**config.mk**
```make
export PLATFORM = sky130hd
export DESIGN_NAME = hazard_ctrl
export DESIGN_NICKNAME = d
export VERILOG_FILES = /design/src/rtl/hazard_pkg.sv /design/src/rtl/hazard_match.sv /design/src/rtl/hazard_ctrl.sv
export SDC_FILE = /design/constraint.sdc
export NUM_CORES = 1
export LEC_CHECK = 0
export BUFFER_PORTS_ARGS = -buffer_cell sky130_fd_sc_hd__buf_2
export CORE_MARGIN = 8
export CORE_UTILIZATION = 42
export CTS_CLUSTER_DIAMETER = 40
export DETAILED_ROUTE_END_ITERATION = 10
export PLACE_DENSITY = 0.86
export SYNTH_ARGS = -nofsm -noshare
export SYNTH_HDL_FRONTEND = slang
export SYNTH_SLANG_ARGS = --single-unit
```
**constraint.sdc**
```tcl
create_clock -name clk_i -period 2.8 [get_ports clk_i]
set_input_delay 0.84 -clock clk_i [delete_from_list [all_inputs] [get_ports clk_i]]
set_output_delay 0.84 -clock clk_i [all_outputs]
set_load 0.01 [all_outputs]
```
**src/rtl/hazard_pkg.sv**
```systemverilog
// Shared types and field positions for the pipeline hazard-control unit.
package hazard_pkg;

    typedef enum logic {
        IDLE,
        LU_HOLD
    } state_t;

    localparam int RS_HI = 25;
    localparam int RS_LO = 21;
    localparam int RT_HI = 20;
    localparam int RT_LO = 16;
    localparam int CNT_W = $clog2(8);

    function automatic bit lat_ok(input int lat);
        return (lat >= 1) && (lat <= 7);
    endfunction

endpackage

```
**src/rtl/hazard_match.sv**
```systemverilog
// Register-operand comparator; r0 is never a real producer.
module hazard_match #(
    parameter int REG_W = 5
) (
    input  logic [REG_W-1:0] src,
    input  logic [REG_W-1:0] dst,
    input  logic             use_src,
    output logic             hit
);

    assign hit = use_src && (src == dst) && (dst != '0);

endmodule

```
**src/rtl/hazard_ctrl.sv**
```systemverilog
// Load-use / RAW hazard control for the 5-stage pipeline: stalls,
// bubbles, branch flush, memory freeze and a saturating stall counter.
module hazard_ctrl
    import hazard_pkg::*;
#(
    parameter int REG_W    = 5,
    parameter int LOAD_LAT = 1,
    parameter int FWD_EN   = 1,
    parameter int PERF_W   = 16
) (
    input  logic              clk_i,
    input  logic              rst_i,
    input  logic [31:0]       ifid_inst_i,
    input  logic              ifid_use_rs_i,
    input  logic              ifid_use_rt_i,
    input  logic [REG_W-1:0]  idex_dst_i,
    input  logic              idex_memread_i,
    input  logic              idex_regwrite_i,
    input  logic [REG_W-1:0]  exmem_dst_i,
    input  logic              exmem_regwrite_i,
    input  logic              mem_stall_i,
    input  logic              branch_taken_i,
    output logic              pc_write_o,
    output logic              ifid_write_o,
    output logic              ifid_flush_o,
    output logic              idex_bubble_o,
    output logic              pipe_freeze_o,
    output logic [PERF_W-1:0] perf_stall_o
);

    if (!lat_ok(LOAD_LAT)) begin : g_bad_lat
        $error("hazard_ctrl: LOAD_LAT must be in 1..7");
    end

    logic [REG_W-1:0] rs;
    logic [REG_W-1:0] rt;
    logic             unused_inst;

    assign rs = REG_W'(ifid_inst_i[RS_HI:RS_LO]);
    assign rt = REG_W'(ifid_inst_i[RT_HI:RT_LO]);
    assign unused_inst = ^{ifid_inst_i[31:26], ifid_inst_i[15:0]};

    logic rs_ex_hit, rt_ex_hit, rs_mem_hit, rt_mem_hit;

    hazard_match #(.REG_W(REG_W)) u_rs_ex (
        .src(rs), .dst(idex_dst_i), .use_src(ifid_use_rs_i), .hit(rs_ex_hit)
    );
    hazard_match #(.REG_W(REG_W)) u_rt_ex (
        .src(rt), .dst(idex_dst_i), .use_src(ifid_use_rt_i), .hit(rt_ex_hit)
    );
    hazard_match #(.REG_W(REG_W)) u_rs_mem (
        .src(rs), .dst(exmem_dst_i), .use_src(ifid_use_rs_i), .hit(rs_mem_hit)
    );
    hazard_match #(.REG_W(REG_W)) u_rt_mem (
        .src(rt), .dst(exmem_dst_i), .use_src(ifid_use_rt_i), .hit(rt_mem_hit)
    );

    logic ex_hit, mem_hit, lu, raw;

    assign ex_hit  = rs_ex_hit || rt_ex_hit;
    assign mem_hit = rs_mem_hit || rt_mem_hit;
    assign lu      = idex_memread_i && ex_hit;
    assign raw     = (FWD_EN != 0) ? lu
                   : (lu || (idex_regwrite_i && ex_hit)
                         || (exmem_regwrite_i && mem_hit));

    state_t           state, state_n;
    logic [CNT_W-1:0] cnt, cnt_n;
    logic             stall;

    assign stall = (state == LU_HOLD) || raw;

    always_ff @(posedge clk_i or posedge rst_i) begin
        if (rst_i) begin
            state <= IDLE;
            cnt   <= '0;
        end else begin
            state <= state_n;
            cnt   <= cnt_n;
        end
    end

    always_comb begin
        state_n       = state;
        cnt_n         = cnt;
        pc_write_o    = 1'b1;
        ifid_write_o  = 1'b1;
        ifid_flush_o  = 1'b0;
        idex_bubble_o = 1'b0;
        pipe_freeze_o = 1'b0;
        if (rst_i) begin
            pc_write_o    = 1'b0;
            ifid_write_o  = 1'b0;
            idex_bubble_o = 1'b1;
        end else if (mem_stall_i) begin
            // Memory wait: everything holds, the FSM included.
            pc_write_o    = 1'b0;
            ifid_write_o  = 1'b0;
            pipe_freeze_o = 1'b1;
        end else if (stall) begin
            pc_write_o    = 1'b0;
            ifid_write_o  = 1'b0;
            idex_bubble_o = 1'b1;
            unique case (state)
                IDLE: begin
                    if (lu && (LOAD_LAT > 1)) begin
                        state_n = LU_HOLD;
                        cnt_n   = CNT_W'(LOAD_LAT - 1);
                    end
                end
                LU_HOLD: begin
                    cnt_n = cnt - CNT_W'(1);
                    if (cnt == CNT_W'(1)) state_n = IDLE;
                end
                default: state_n = IDLE;
            endcase
        end else if (branch_taken_i) begin
            ifid_flush_o = 1'b1;
        end
    end

    logic [PERF_W-1:0] perf_q;

    always_ff @(posedge clk_i or posedge rst_i) begin
        if (rst_i) begin
            perf_q <= '0;
        end else if (!pc_write_o && (perf_q != '1)) begin
            perf_q <= perf_q + PERF_W'(1);
        end
    end

    assign perf_stall_o = perf_q;

endmodule
```
==> out/summary.txt <==
Status: complete, but fails checks
Failing checks: setup timing
WP buf/inv: 3
Cell Pwr Density: 758 nW/um^2
Crit-path cells: buf_2, buf_4, xnor2_2, nand4_1, o22a_1, o21a_1, and2_1, buf_2
Die ar.: 4780 um^2
Fmax: 342 MHz
Root buf cell: clkbuf_4
Seq/Total Area, Yosys: 42.2%
Vias per inst: 5.03
M3 GR Usage: 4.43%
DR vias: 1082
Die Ht: 69.1 um
Leak: 0.767 nW
Routability cong.: 0.757
Worst EP required: 1.96 ns
Max IR drop VDD: 0.707 mV
Synth unique cells: 31
Cells after Synth: 118
Max Slew Vio Count: 0
Post-synth EDFFs: 0
Area leader, netlist: dfrtp_1
R2r endpoint: perf_stall_o[1]$_DFFE_PP0P_
Diode count: 0
Critical Path Most Common Cell: buf_2
GR peak layer: met2
Most frequent cells after synthesis: 20 x dfrtp_1, 16 x xnor2_1, 10 x nand2_1, 10 x xor2_1
Post-DP HPWL: 2220 um
Synth async-reset ratio: 100%
Slowest cell delay on critical path: 0.23 ns
Final ANT Viol Nets: 0
Top delay family on crit path: compound AO/OA/AOI/OAI gates
Hold_sp: cnt[2]$_DFFE_PP0P_
CP max-delay cell: o21a_1
First-pass GRT wire length: 5220 um
Dpl cell area: 1470 um^2
Worst reg-to-reg path cell count: 6
Clk sink count: 20
Synth Register Bits: 20
Worst Tran Pin Value: 0.338 ns
RSZ-0062 raised after global routing: true
Syn-to-layout area delta: 39.3%
Yosys warns: 0
Mapped Nets: 172
Final min period: 2.92 ns
Largest family of logic cells by synthesized area: simple AND/OR/NAND/NOR gates
Startpoint types: input port
Wire per inst: 14.9 um
Post-route DRC violation count: 0
R2R Path Start: perf_stall_o[6]$_DFFE_PP0P_
Synth top area cells: dfrtp_1 42%, xnor2_1 12%, xor2_1 7.4%
Final setup violation count: 4
CTS tree: yes
Most common flop cell mapped by yosys: dfrtp_1
Critical Path End Type: primary output
Initial Util: 43.7%
Fin. Hold Viols: 0
Core ar.: 2710 um^2
Dpl ws: -0.164 ns
Worst-path clk slew: 0.11 ns
Share of cells above drive strength 1: 47.3%
Post-Syn Area: 1180 um^2
Antenna violations before repair: 0
Most numerous cell in the Yosys netlist: dfrtp_1
Global routing met2 resource utilization: 21.3%
Io pins: 72
Worst Path Max Fanout: 4
Setup ws final: -0.124 ns
Largest net degree at the start of global routing: 21
Min-Delay Endpoint: cnt[2]$_DFFE_PP0P_
Drt first pass iters: 4
Worst Skew: 0.00513 ns
Reg2reg setup slack: 0.79 ns
Syn_area_per_cell: 10.0 um^2
Global Route Usage Sum: 12.6%
# Max-Cap Violations: 0
Rows: 19
Post-Route WL: 3190 um
M1 GR Usage: 14.8%
Adder-Cell Fraction of Synth Area: 3.17%
CTS max path bufs: 2
Final design area excluding fillers: 1650 um^2
Simple-gate share of the synthesized area: 23.0%
Clock Latency Late Sink: 0.30 ns
Grt ovf: 0
Setup Crit Path Kind: input port to primary output
CTS buffer count: 3
Worst hold path stage count: 1
HP Class: flip-flop to flip-flop
Mux cell area share after synthesis: 0.950%
Starting DRT DRC Count: 35
Die Wd: 69.1 um
Post-Synth XOR/XNOR Area: 19.2%
Worst path arrival time: 2.08 ns
Fin nets: 240
Vias in the first global route: 1119
Synth top area share: 42.2%
H-Tree Depth: 1
Compound-Gate Fraction of Synth Area: 6.86%
Final period util: 104%
Number of buffers added on ports: 42
Slew headroom: 77.3%
-- worst max-delay path by stage --
stage	start	end	slack (ns)	depth (start not counted)
2_1_floorplan	idex_dst_i[1]	ifid_flush_o	0.01	4
3_3_place_gp	idex_dst_i[1]	ifid_flush_o	-0.15	8
3_5_place_dp	idex_dst_i[1]	ifid_flush_o	-0.16	8
4_1_cts	idex_dst_i[3]	ifid_flush_o	-0.14	6
5_1_grt	idex_dst_i[1]	ifid_flush_o	-0.19	8
6_report	idex_dst_i[1]	ifid_flush_o	-0.12	8
-- cell families (layout without fill, tap and decap cells) --
family,after synthesis,in the layout
and+or+nand+nor,49,49
xor gates and xnor gates,26,26
DFF,20,20
AOI/OAI and AO/OA,10,10
buffers and inverters,9,75
adders and majority gates,3,3
muxes,1,1
-- metal layers --
layer / up-vias / share of wire (%) / routed length (um)
met5: - / 0 / 0
met1: 514 / 41 / 1320
met2: 35 / 52 / 1650
met3: 6 / 5.2 / 165
li1: 527 / - / -
met4: 0 / 1.8 / 57
-- worst reg2reg max path: stages, from the launching register on --
cell,delay (ns)
dfrtp_1,0.44
nand3_1,0.24
nor4_4,0.39
a32oi_2,0.21
nand2_4,0.17
buf_4,0.15
mux2_2,0.32
-- cell usage in the layout, fill, tap and decap left out, types with 5 or more instances in the layout --
cell type | synthesis | routed
buf_2 | 0 | 40
buf_4 | 1 | 23
dfrtp_1 | 20 | 20
xnor2_1 | 16 | 15
nand2_1 | 10 | 10
xor2_1 | 10 | 10
nand3_1 | 9 | 9
nor2_2 | 9 | 9
inv_1 | 7 | 7
nor2_1 | 5 | 5
-- flip-flops by register name, indices dropped and copies added, names as in the netlist --
signal	flops
state	1
cnt	3
perf_stall_o	16
-- repair_timing --
item / CTS / global route
pin swaps: 10 / 6
endpoints found under the hold margin: 0 / 0
hold buffers: 0 / 0
gates resized for setup: 9 / 2
gates cloned: 0 / 0
buffers inserted: 8 / 6
setup endpoints to repair: 4 / 11
-- stage by stage --
step	utilization, %	cells	power, W	hold slack (ns)	TNS, ns
floorplan	-	118	0.000871	0.445	0
global placement	54.4	198	0.00105	0.461	-0.296
detailed placement	54.4	198	0.00108	0.475	-0.404
CTS	58.8	209	0.00124	0.490	-0.333
global route	60.9	215	0.00135	0.517	-0.970
finish	60.9	215	0.00125	0.485	-0.202
-- area by class of cell --
class                           count  area (um^2)
Fill cell                         239         1060
Multi-Input combinational cell     89          663
Sequential cell                    20          500
Timing Repair Buffer               65          399
Tap cell                           31         38.8
Inverter                            7         26.3
Clock buffer                        3         22.5
-- power breakdown --
group / total, W / internal, W / switching (W)
clock: 0.000137 / 0.0000502 / 0.0000865
sequential: 0.000537 / 0.000411 / 0.000125
combinational: 0.000577 / 0.000266 / 0.000311
total: 0.00125 / 0.000727 / 0.000523
No activity file was read; power rests on OpenSTA's default activity.
